$ cat config.mk
export PLATFORM = sky130hd
export DESIGN_NAME = axis_image_header_sequencer
export DESIGN_NICKNAME = d
export VERILOG_FILES = /design/src/rtl/axis_image_header_sequencer.sv
export SDC_FILE = /design/constraint.sdc
export NUM_CORES = 1
export LEC_CHECK = 0
export BUFFER_PORTS_ARGS = -buffer_cell sky130_fd_sc_hd__buf_2
export CORE_UTILIZATION = 41
export CTS_CLUSTER_SIZE = 12
export DETAILED_ROUTE_END_ITERATION = 8
export HOLD_SLACK_MARGIN = 0.12
export PLACE_DENSITY = 0.71
export SETUP_SLACK_MARGIN = 0.2
export SKIP_LAST_GASP = 1
export SLEW_MARGIN = 5
export SYNTH_ARGS = -nofsm -noshare
export SYNTH_HDL_FRONTEND = slang
export SYNTH_SLANG_ARGS = --single-unit
$ cat constraint.sdc
create_clock -name aclk -period 6 [get_ports aclk]
set_input_delay 0.6 -clock aclk [delete_from_list [all_inputs] [get_ports aclk]]
set_output_delay 0.6 -clock aclk [all_outputs]
set_load 0.01 [all_outputs]
$ cat src/rtl/axis_image_header_sequencer.sv
// axis_image_header_sequencer: per job, emits one config header beat and then cfg_beats_1+1 image beats, repeated cfg_iters_1+1 times.
// Latency: the header appears one cycle after the cfg handshake and image beats pass straight through; IMAGE_SEQ_OUT_REG_EN adds one cycle.
// Backpressure: in PASS, m_axis_tready drives s_axis_tready directly; with IMAGE_SEQ_OUT_REG_EN a 2-entry skid buffer separates the two.
module axis_image_header_sequencer #(
   parameter int WORD_WIDTH         = 8,
   parameter int WORDS              = 8,
   parameter int KERNEL_H_MAX       = 3,
   parameter int BITS_BEATS         = 20,
   parameter int BITS_ITERS         = 16,
   parameter int I_IMAGE_IS_NOT_MAX = 0,
   parameter int I_IMAGE_IS_MAX     = 1,
   parameter int I_IMAGE_IS_LRELU   = 2,
   parameter int I_IMAGE_KERNEL_H_1 = 3
) (
   input  logic                            aclk,
   input  logic                            areset,
   input  logic                            cfg_valid,
   output logic                            cfg_ready,
   input  logic                            cfg_is_max,
   input  logic                            cfg_is_lrelu,
   input  logic [$clog2(KERNEL_H_MAX)-1:0] cfg_kernel_h_1,
   input  logic [BITS_BEATS-1:0]           cfg_beats_1,
   input  logic [BITS_ITERS-1:0]           cfg_iters_1,
   input  logic                            s_axis_tvalid,
   output logic                            s_axis_tready,
   input  logic [WORD_WIDTH*WORDS-1:0]     s_axis_tdata,
   output logic                            m_axis_tvalid,
   input  logic                            m_axis_tready,
   output logic [WORD_WIDTH*WORDS-1:0]     m_axis_tdata,
   output logic [WORD_WIDTH*WORDS/8-1:0]   m_axis_tkeep,
   output logic                            m_axis_tlast,
   output logic                            busy,
   output logic                            done,
   output logic                            cfg_err
);

   localparam int KW = $clog2(KERNEL_H_MAX);
   localparam int DW = WORD_WIDTH * WORDS;

   typedef enum logic [1:0] {
      IDLE   = 2'd0,
      HEADER = 2'd1,
      PASS   = 2'd2,
      DONE   = 2'd3
   } state_t;

   state_t                state_q, state_d;

   // Latched job configuration
   logic                  is_max_q;
   logic                  is_lrelu_q;
   logic [KW-1:0]         kernel_h_1_q;
   logic [BITS_BEATS-1:0] beats_1_q;
   logic [BITS_ITERS-1:0] iters_1_q;
   logic                  load_cfg;

   // Framing counters
   logic [BITS_BEATS-1:0] beat_cnt_q, beat_cnt_d;
   logic [BITS_ITERS-1:0] iter_cnt_q, iter_cnt_d;

   logic                  cfg_err_q, cfg_err_d;
   logic                  cfg_illegal;
   logic                  cfg_rdy_c;
   logic                  s_rdy_c;
   logic                  done_c;

   // Internal sequenced stream, before the optional output stage
   logic                  seq_vld;
   logic                  seq_rdy;
   logic                  seq_last;
   logic [DW-1:0]         seq_dat;
   logic [DW-1:0]         hdr_dat;

`ifdef IMAGE_SEQ_OUT_REG_EN
   logic                  out_empty;
`endif

   // Kernel height minus one must be even (odd kernel heights) and inside the supported range
   assign cfg_illegal = cfg_kernel_h_1[0] || (int'(cfg_kernel_h_1) >= KERNEL_H_MAX);

   // Header beat assembled from the latched job flags; unused words stay zero
   always_comb begin
      hdr_dat = '0;
      hdr_dat[I_IMAGE_IS_NOT_MAX*WORD_WIDTH +: WORD_WIDTH] = {{(WORD_WIDTH-1){1'b0}}, ~is_max_q};
      hdr_dat[I_IMAGE_IS_MAX*WORD_WIDTH     +: WORD_WIDTH] = {{(WORD_WIDTH-1){1'b0}}, is_max_q};
      hdr_dat[I_IMAGE_IS_LRELU*WORD_WIDTH   +: WORD_WIDTH] = {{(WORD_WIDTH-1){1'b0}}, is_lrelu_q};
      hdr_dat[I_IMAGE_KERNEL_H_1*WORD_WIDTH +: WORD_WIDTH] = {{(WORD_WIDTH-KW){1'b0}}, kernel_h_1_q};
   end

   // Next-state, counter updates and stream steering for each state
   always_comb begin
      state_d    = state_q;
      beat_cnt_d = beat_cnt_q;
      iter_cnt_d = iter_cnt_q;
      cfg_err_d  = 1'b0;
      load_cfg   = 1'b0;
      cfg_rdy_c  = 1'b0;
      s_rdy_c    = 1'b0;
      done_c     = 1'b0;
      seq_vld    = 1'b0;
      seq_last   = 1'b0;
      seq_dat    = '0;
      case (state_q)
         IDLE: begin
            cfg_rdy_c = 1'b1;
            if (cfg_valid) begin
               if (cfg_illegal) begin
                  cfg_err_d = 1'b1;
               end else begin
                  load_cfg   = 1'b1;
                  iter_cnt_d = '0;
                  state_d    = HEADER;
               end
            end
         end
         HEADER: begin
            seq_vld = 1'b1;
            seq_dat = hdr_dat;
            if (seq_rdy) begin
               beat_cnt_d = '0;
               state_d    = PASS;
            end
         end
         PASS: begin
            seq_vld  = s_axis_tvalid;
            s_rdy_c  = seq_rdy;
            seq_dat  = s_axis_tdata;
            seq_last = (beat_cnt_q == beats_1_q);
            if (s_axis_tvalid && seq_rdy) begin
               beat_cnt_d = beat_cnt_q + BITS_BEATS'(1);
               if (seq_last) begin
                  if (iter_cnt_q == iters_1_q) begin
                     state_d = DONE;
                  end else begin
                     iter_cnt_d = iter_cnt_q + BITS_ITERS'(1);
                     state_d    = HEADER;
                  end
               end
            end
         end
         DONE: begin
`ifdef IMAGE_SEQ_OUT_REG_EN
            // Completion is reported only once the last beat has drained downstream
            if (out_empty) begin
               done_c  = 1'b1;
               state_d = IDLE;
            end
`else
            done_c  = 1'b1;
            state_d = IDLE;
`endif
         end
         default: begin
            state_d = IDLE;
         end
      endcase
   end

   // State, counters and the error pulse register
   always_ff @(posedge aclk) begin
      if (areset) begin
         state_q    <= IDLE;
         beat_cnt_q <= '0;
         iter_cnt_q <= '0;
         cfg_err_q  <= 1'b0;
      end else begin
         state_q    <= state_d;
         beat_cnt_q <= beat_cnt_d;
         iter_cnt_q <= iter_cnt_d;
         cfg_err_q  <= cfg_err_d;
      end
   end

   // Job configuration is captured only when a legal config is accepted
   always_ff @(posedge aclk) begin
      if (areset) begin
         is_max_q     <= 1'b0;
         is_lrelu_q   <= 1'b0;
         kernel_h_1_q <= '0;
         beats_1_q    <= '0;
         iters_1_q    <= '0;
      end else if (load_cfg) begin
         is_max_q     <= cfg_is_max;
         is_lrelu_q   <= cfg_is_lrelu;
         kernel_h_1_q <= cfg_kernel_h_1;
         beats_1_q    <= cfg_beats_1;
         iters_1_q    <= cfg_iters_1;
      end
   end

`ifdef IMAGE_SEQ_OUT_REG_EN
   // Two-entry skid buffer: ready toward the sequencer depends only on occupancy
   logic [DW:0] skid_mem [2];
   logic        skid_wr_q;
   logic        skid_rd_q;
   logic [1:0]  skid_cnt_q;
   logic        skid_push;
   logic        skid_pop;

   assign seq_rdy   = (skid_cnt_q != 2'd2);
   assign out_empty = (skid_cnt_q == 2'd0);
   assign skid_push = seq_vld && seq_rdy;
   assign skid_pop  = !out_empty && m_axis_tready;

   // Pointers and occupancy; reset discards any buffered beats
   always_ff @(posedge aclk) begin
      if (areset) begin
         skid_wr_q  <= 1'b0;
         skid_rd_q  <= 1'b0;
         skid_cnt_q <= 2'd0;
      end else begin
         if (skid_push) skid_wr_q <= ~skid_wr_q;
         if (skid_pop)  skid_rd_q <= ~skid_rd_q;
         skid_cnt_q <= skid_cnt_q + 2'(skid_push) - 2'(skid_pop);
      end
   end

   // Beat storage; contents are qualified by occupancy so no reset is needed
   always_ff @(posedge aclk) begin
      if (skid_push) skid_mem[skid_wr_q] <= {seq_last, seq_dat};
   end

   assign m_axis_tvalid = !out_empty && !areset;
   assign m_axis_tdata  = skid_mem[skid_rd_q][DW-1:0];
   assign m_axis_tlast  = skid_mem[skid_rd_q][DW] && m_axis_tvalid;
`else
   assign seq_rdy       = m_axis_tready;
   assign m_axis_tvalid = seq_vld && !areset;
   assign m_axis_tdata  = seq_dat;
   assign m_axis_tlast  = seq_last && !areset;
`endif

   // Handshake and status outputs are forced to idle values while reset is held
   assign m_axis_tkeep  = '1;
   assign s_axis_tready = s_rdy_c && !areset;
   assign cfg_ready     = cfg_rdy_c && !areset;
   assign busy          = (state_q != IDLE) && !areset;
   assign done          = done_c && !areset;
   assign cfg_err       = cfg_err_q;

endmodule
* Word level (Yosys, flattened, before mapping) *
Index checks and enable logic that the tools add are counted.
Widths: inputs -> output; s select.

word-level totals
  bits in registers = 79
  bits in latches = 0
  RAM bits = 0
  bits in read-only memories = 0
  output and inout bits = 79
  logic and storage cells = 69
  memories kept = 0

cells by class
  $add $sub $neg = 2
  multiply operators = 0
  divide/modulo/power cells = 0
  magnitude comparators = 1
  equality and inequality tests = 11
  shift-type cells = 0
  muxes and demuxes = 26
  bitwise gates (word level) = 3
  reductions and logical operators = 17

operator list
  operator               count
  $pmux 64 s2            1
  $mux 16                5
  $mux 20                2
  $pmux 20 s2            1
  $pmux 16 s2            1
  $add 20x1->20 const B  1
  $eq 20x20->1           1
  $add 16x1->16 const B  1
  $eq 16x16->1           1
  $mux 2                 6
  $ne 2x2->1 const B     6
  $mux 1                 8
  $pmux 2 s4             1
  $logic_and 1x1->1      7
  $reduce_and 6->1       1
  $reduce_bool 2->1      3
  $reduce_and 5->1       1
  $eq 2x2->1 const B     2
  $not 1->1              3
  $reduce_and 3->1       1
  $reduce_or 3->1        1
  $eq 2x1->1 const B     1
  $ge 2x2->1 const B     1
  $logic_not 2->1        1
  3 further kinds        3

* Depth between registers and ports, before layout *
Gate-level depths: netlist of the first run.

  depth in word-level cells = 5
  depth in mapped cells = 8
  mapped depth without buffers = 8

* Worst setup path after synthesis of the first run *
Ideal clock, no wire load.

  kind = register -> output
  start = reg state_q[0]
  end = out m_axis_tvalid
  data arrival time = 1.586 ns
  slack = 3.814 ns
  cell stages (with the launch flop) = 7
  path buffers = 2
  path through = dfxtp_1 -> inv_1 -> ha_1 -> clkbuf_1 -> clkbuf_1 -> a21oi_1 -> nor3b_1

on the way
  word-level cells in the longest chain between the ends = 3
  elaborated cells between the ends (all ways) = 4
  those cells by class = eq/ne: 2; mux: 1; reduce/logical: 1

RTL lines
  what                                             line  RTL
  start, declared                                  47    state_t state_q, state_d;
  start signal, assigned                           167   state_q <= state_d;
  $eq 2x2->1 / $eq 2x1->1 (equally long branches)  103   case (state_q)
  $pmux 1 s2 *                                     103
  $logic_and 1x1->1 *                              228   assign m_axis_tvalid = seq_vld && !areset;
  end, declared                                    27    output logic m_axis_tvalid,

Every way passes the cells marked *; elsewhere a longest branch is shown, timed or not.

* Worst setup path after layout of the first run *
  start = reg state_q[0]
  end = out m_axis_tlast

on the way
  word-level cells in the longest chain between the ends = 3

RTL lines
  what               line  RTL
  $eq 2x2->1         103
  $mux 1             103
  $logic_and 1x1->1  230   assign m_axis_tlast = seq_last && !areset;
  end, declared      31    output logic m_axis_tlast,

Every way passes these cells.

==> summary.txt, run 1 <==
Place
  • Final GP Congestion: about 0.88
  • Dpl hpwl: 9.40 mm
  • Count of input and output buffers: 179
  • Placed insts: 831
  • Dpl ws: 2.84 ns

GRT
  • Global-route usage over all layers: 0.225
  • Remaining Overflow, GRT: 0
  • Wire length of the first global-routing pass: 19.7 mm
  • Antenna violations before repair: 1
  • Number of global-route vias before repair: 4242
  • Pin count of the biggest net entering global routing: 78

Drt
  • Number of nets with antenna violations after routing: 0
  • Average wire per standard cell: roughly 14 um
  • Number of remaining DRC errors: 0
  • Iteration count of the initial detailed-routing pass: 4
  • Total Routed Length: 12.2 mm
  • Routed length on met3: 894 um
  • Number of vias after detailed routing: about 4300
  • Starting DRC count in detailed routing: 181
  • Highest metal used: met4
  • Routed length on met2: 5.98 mm
  • Met1 wire length: 5.10 mm
  • Via-per-instance ratio: between 5 and 6

Setup path
  • Dominant delay contributor by cell family on the critical path: simple AND/OR/NAND/NOR gates
  • Crit Path Class: reg -> out
  • Worst path bufs/invs: 2
  • CP Capture Type: output pin
  • Critical Path Stages: 5
  • Worst R2R Path Depth: 6
  • CP Data Arrival Time: just under 3 ns
  • Cell with the largest stage delay on the worst path: ha_2
  • Crit Path Max Fanout: 77
  • Critical path, cell by cell: inv_1 > ha_2 > nor2b_1 > and3_2 > buf_2
  • Kind of launch point of the worst setup path: flop
  • Worst stage delay on the critical path: 0.91 ns
  • Critical Path RT: 5.40 ns

Power
  • VDD IR max: 108 uV
  • Switching part of the total: 0.362
  • Part of the power in combinational logic: 0.329
  • Total power per unit cell area: about 260 mW/mm^2
  • Clock share of power: 0.257
  • Final Power: 0.00141 W
  • Power share of the sequential group: 0.413
  • Switching component of the power: 0.000508 W
  • Internal: 0.000898 W
  • Static power due to leakage: 2.54 nW

Min path
  • Worst Hold Path Cells: 2
  • Type of the tightest min-delay check: reg -> reg

Yosys
  • Fraction of the yosys area taken by sequential cells: 0.369
  • Top area cells in the synthesized netlist: dfxtp_1, and2_1, nand2_1
  • Library cells used by synthesis: 45
  • Share of the synthesized area in the top cell type: 0.369
  • Fraction of registers with async set/reset: 0
  • Synth Cell Area: roughly 0.0043 sq mm
  • Top_reg_cell synth: dfxtp_1
  • Register bit total from synthesis: 79
  • Number of enable flip-flop cells after synthesis: 0
  • Post-synthesis cell type with the largest combined area: dfxtp_1
  • Mean cell area of the mapped netlist: ~8 sq um
  • Gate count of the mapped netlist: 543
  • Number of warnings issued by yosys: 0

CTS
  • Maximum count of clock buffers along a single path: 2
  • CTS hold repair buffers: 0
  • H-tree level count: 3
  • Clock latency reported for the late side of the worst-skew pair: 0.35 ns
  • TritonCTS clock tree: yes
  • Clock slew at the register clock pins of the worst setup and hold paths: around 0.090 ns
  • Post-cts repair resize count: 0
  • Clock Root Buffer: clkbuf_8
  • TritonCTS Buffers: 9
  • Clock tree sinks: 79
  • Number of post-CTS setup repair buffers: 0

STA
  • Setup clock skew after layout: 0.0177 ns
  • Slew Limit Headroom: 0.132
  • Fmax achieved: roughly 280 MHz
  • Setup violations, final: 0
  • Post-route setup slack: 2.48 ns
  • Transition time of the tightest slew-check pin: 1.29 ns
  • Hold Fails Final Rpt: 0
  • Final Cycle Share: 0.587
  • Unrepaired setup endpoints after global routing: false
  • Tmin final: 3.52 ns
  • Total negative slack for setup checks: 0 ns
  • Max-slew violations: 0

Cells and area
  • Growth of design area from synthesis to finish: 26.3%
  • Share of layout cells above drive strength 1: 0.308
  • Final cell utilization of the core: 0.544
  • Layout net count: 824
  • FILL cells: 990
  • Number of standard cells in the final layout excluding fillers: 848
  • Multi-input logic area: 0.00256 sq mm
  • Area taken by flip-flops and latches: between 0.0015 and 0.002 sq mm

Outcome
  • Outcome: finished clean

Floorplanning
  • Floorplan Core Area: 0.00995 sq mm
  • Initial Utilization: 0.431
  • Die Width: 104 um
  • Die Span Y: 104 um
  • Full die area: 0.0109 sq mm
  • Boundary pin count: 188
  • Total number of placement rows: 36

Flow run
  • Max cap viols: 0
## power by group through the flow
stage / Clock, W / Sequential [W] / Combinational, W
after floorplan: 0 / 0.000588 / 0.000309
after global placement: 0 / 0.000592 / 0.000453
after detailed placement: 0 / 0.000594 / 0.000465
after CTS: 0.000371 / 0.000581 / 0.000467
after global routing: 0.000392 / 0.000586 / 0.000514
final: 0.000362 / 0.000581 / 0.000463
## metrics by stage
stage	hold slack, ns	cell area [sq um]
after floorplan	0.437	4320
after global placement	0.448	5240
after detailed placement	0.457	5240
after CTS	0.466	5420
after global routing	0.476	5420
final	0.465	5420
## synthesized netlist by cell type (2+ instances only)
cell type and number:
nand2_1 101, dfxtp_1 79, and2_1 64, a21oi_1 48
nor2_1 38, xor2_1 27, xnor2_1 24, clkbuf_1 19
and3_1 15, nand4_1 15, nand3_1 11, nor2b_1 9
buf_4 8, a221o_2 6, ha_1 6, nor3_1 6
nor4_1 6, o21ai_0 6, a221o_1 5, buf_1 5
a22oi_1 4, inv_1 4, o22a_2 3, or2_2 3
or3_1 3, a31oi_1 2, and3_2 2, and4_1 2
mux2_2 2, nand2b_1 2, nor3b_1 2, o31ai_1 2
or4_1 2
## flip-flops by register name (all words and copies together) (netlist names)
signal        cells
iter_cnt_q       16
cfg_err           1
iters_1_q        16
is_max_q          1
beats_1_q        20
state_q           2
is_lrelu_q        1
beat_cnt_q       20
kernel_h_1_q      2
## path summary, 6_finish.rpt
path	from	to	slack [ns]
worst min register to register	is_lrelu_q	is_lrelu_q	0.46
worst max register to register	state_q[0]	beat_cnt_q[2]	2.88
worst min-delay path	is_lrelu_q	is_lrelu_q	0.46
worst max-delay path	state_q[0]	m_axis_tlast	2.48
## cell type report
cell class,count,share of cell area
Clock inverter,7,0.0102
Tap cell,133,0.0307
Antenna cell,1,0.000462
Clock buffer,9,0.0229
Timing Repair Buffer,182,0.169
Multi-Input combinational cell,433,0.472
Inverter,4,0.00277
Sequential cell,79,0.292
## layout by cell type, fill, tap and decap left out, types with 11 or more instances in the layout
| master | count |
|---|---|
| buf_2 | 179 |
| nand2_1 | 101 |
| dfxtp_1 | 79 |
| and2_1 | 64 |
| a21oi_1 | 48 |
| nor2_1 | 38 |
| xor2_1 | 27 |
| xnor2_1 | 24 |
| nand4_1 | 15 |
| and3_1 | 15 |
| nand3_1 | 11 |
## layer usage
layer / vias up / GRT usage
met4: 0 / 0.0908
met3: 18 / 0.0357
met5: - / 0
met1: 1963 / 0.258
li1: 2154 / -
met2: 199 / 0.412
## tightest hold or removal path, delay by kind of cell, from the launching register on
| kind | cells | cell delay, ns |
|---|---|---|
| simple gates | 1 | 0.05 |
| flops | 1 | 0.32 |
| compound gates | 1 | 0.05 |
## cell families after synthesis
group / Yosys count / share of synthesized area
DFF: 79 / 0.369
adders and majority gates: 6 / 0.0175
and+or+nand+nor: 284 / 0.337
muxes: 2 / 0.00525
buffers and inverters: 38 / 0.0423
AOI/OAI and AO/OA: 82 / 0.124
other: 1 / 0.000874
xor gates and xnor gates: 51 / 0.104
Note: power is estimated with default switching activity, not from simulation.
==> run 2: changes to the inputs <==
Clock period 6 ns to 3.5 ns, I/O delays scaled along.
==> run 2 against run 1 <==
Effect of this change: sequential share of layout area is 0.14 points lower; clock power is 95% higher; non-clock buffer count stayed put; register-to-register slack worse by 1.8 ns; count of clock-buffer cells in the layout stayed put; combinational power is 70% higher; wire length is 2.3% lower; first-iteration DRC count is 37% higher; hold slack worse by 0.25 ns; worst setup slack worse by 1.9 ns; total power is 77% higher.
==> summary.txt, run 2 (synthesized netlist as in run 1, its figures left out) <==
CTS
  • CTS hold repair buffers: 0 (unchanged)
  • Number of post-CTS setup repair buffers: 0 (unchanged)
  • Clock tree sinks: 79 (unchanged)
  • TritonCTS clock tree: yes
  • Maximum count of clock buffers along a single path: 2 (unchanged)
  • Clock latency reported for the late side of the worst-skew pair: 0.36 ns (about the same)
  • Clock Root Buffer: clkbuf_8
  • Clock slew at the register clock pins of the worst setup and hold paths: 0.10 ns (about the same)
  • H-tree level count: 3 (unchanged)
  • TritonCTS Buffers: 9 (unchanged)
  • Post-cts repair resize count: 0 (unchanged)

Setup path
  • Critical path, cell by cell: inv_1 > ha_2 > nor2b_1 > and3_2 > buf_2
  • Worst R2R Path Depth: 8 (+2)
  • Crit Path Class: reg -> out
  • Worst stage delay on the critical path: 0.76 ns (-0.15 ns)
  • Cell with the largest stage delay on the worst path: nor2b_1
  • Worst path bufs/invs: 2 (unchanged)
  • Kind of launch point of the worst setup path: flop
  • CP Data Arrival Time: 2.55 ns (-0.37 ns)
  • Crit Path Max Fanout: 35 (-55%)
  • CP Capture Type: output pin
  • Critical path startpoint: state_q[0]
  • Startpoint of the worst register-to-register path: state_q[0]
  • Critical Path Stages: 5 (unchanged)
  • Dominant delay contributor by cell family on the critical path: simple AND/OR/NAND/NOR gates
  • Critical Path RT: 3.15 ns (-2.25 ns)

STA
  • Setup clock skew after layout: 0.0164 ns (-0.00126 ns)
  • Fmax achieved: between 300 and 400 MHz
  • Transition time of the tightest slew-check pin: 0.929 ns (-0.365 ns)
  • Post-route setup slack: 0.597 ns (-1.88 ns)
  • Unrepaired setup endpoints after global routing: false
  • Hold Fails Final Rpt: 0 (unchanged)
  • Max-slew violations: 0 (unchanged)
  • Setup violations, final: 0 (unchanged)
  • Total negative slack for setup checks: 0 ns (unchanged)
  • Slew Limit Headroom: 0.381 (+0.249)
  • Final Cycle Share: 0.829
  • Tmin final: 2.90 ns

Drt
  • Iteration count of the initial detailed-routing pass: 5 (+1)
  • Starting DRC count in detailed routing: 248 (+37%)
  • Number of nets with antenna violations after routing: 0 (unchanged)
  • Total Routed Length: 12.0 mm (-2.3%)
  • Average wire per standard cell: 14.1 um (-2.1%)
  • Via-per-instance ratio: 5.11 (about the same)
  • Number of vias after detailed routing: 4331 (-0.069%)
  • Number of remaining DRC errors: 0 (unchanged)

Min path
  • Worst Hold Path Cells: 3 (+1)
  • Startpoint of the tightest hold check path: cfg_beats_1[9]
  • Type of the tightest min-delay check: in -> reg

Cells and area
  • Number of standard cells in the final layout excluding fillers: 847 (-0.12%)
  • FILL cells: 947 (-4.3%)
  • Most frequent standard cell in the layout excluding fill and tap cells: buf_2
  • Post-layout instance area: 0.00545 sq mm (+0.48%)
  • Share of layout cells above drive strength 1: 0.310 (+0.00140)
  • Commonest cells after routing, fill and taps aside: buf_2, nand2_1, dfxtp_1
  • Layout net count: 824 (unchanged)
  • Top Registers: beat_cnt_q x20, beats_1_q x20
  • Antenna diode instance count: 0 (-1)
  • Growth of design area from synthesis to finish: 26.9%

Floorplanning
  • Die Span Y: 104 um (unchanged)
  • Initial Utilization: 0.431 (unchanged)
  • Full die area: 0.0109 sq mm (unchanged)
  • Total number of placement rows: 36 (unchanged)
  • Die Width: 104 um (unchanged)
  • Boundary pin count: 188 (unchanged)
  • Floorplan Core Area: 0.00995 sq mm (unchanged)

Outcome
  • Outcome: finished clean

Power
  • VDD IR max: 194 uV (+80%)
  • Static power due to leakage: 2.55 nW (+0.45%)
  • Total power per unit cell area: 457 mW/mm^2 (+76%)
  • Final Power: 0.00249 W (+77%)

GRT
  • Wire length of the first global-routing pass: 19.6 mm (-0.49%)
  • Global-route usage over all layers: 0.225 (about the same)
  • Remaining Overflow, GRT: 0 (unchanged)
  • Number of global-route vias before repair: 4175 (-1.6%)
  • Antenna violations before repair: 0 (-1)
  • Pin count of the biggest net entering global routing: 49 (-37%)

Place
  • Placed insts: 831 (unchanged)
  • Placed standard-cell area: 0.00524 sq mm (unchanged)
  • Dpl ws: 0.869 ns (-1.97 ns)
  • Final GP Congestion: 0.968 (+11%)
  • Count of input and output buffers: 179 (unchanged)
  • Dpl hpwl: 9.04 mm (-3.8%)

Flow run
  • Max cap viols: 0 (unchanged)
-- run 2: power by group --
group	switching [W]	internal (W)	total, W
clock network	0.000369	0.000337	0.000706
registers	0.0000408	0.000956	0.000997
logic	0.000468	0.000319	0.000787
-- run 2: path summary, 6_finish.rpt --
| path | to | slack (ns) |
|---|---|---|
| worst min register to register | kernel_h_1_q[1] | 0.46 |
| worst max register to register | beat_cnt_q[11] | 1.06 |
| worst min-delay path | beats_1_q[9] | 0.21 |
| worst max-delay path | m_axis_tlast | 0.60 |
-- run 2: layer usage --
metal,GRT usage,routed length [um],up-vias
li1,-,-,2151
met1,0.262,5060,1960
met2,0.405,5780,201
met3,0.0426,910,19
met4,0.0847,200,0
met5,0,0,-
-- run 2: final cells by class --
| class | instances | area, sq um | area share |
|---|---|---|---|
| Multi-Input combinational cell | 433 | 2560 | 0.470 |
| Sequential cell | 79 | 1580 | 0.290 |
| Timing Repair Buffer | 182 | 918 | 0.169 |
| Tap cell | 133 | 166 | 0.0306 |
| Clock buffer | 9 | 124 | 0.0227 |
| Clock inverter | 7 | 80.1 | 0.0147 |
| Inverter | 4 | 15.0 | 0.00276 |
-- run 2: metrics by stage --
step                       util  hold WS [ns]
after floorplan               -         0.437
after CTS                 0.547         0.206
after global placement    0.526         0.453
after detailed placement  0.526         0.456
after global routing      0.547         0.218
final                     0.547         0.214
-- run 2: worst register-to-register path, delay by kind of cell (launching register included) --
family                     cells  cell delay, ns
and+or+nand+nor                4            0.91
xor gates and xnor gates       1            0.12
DFF                            1            0.33
buffers and inverters          1            0.11
muxes                          1            0.30
adders and majority gates      1            0.53
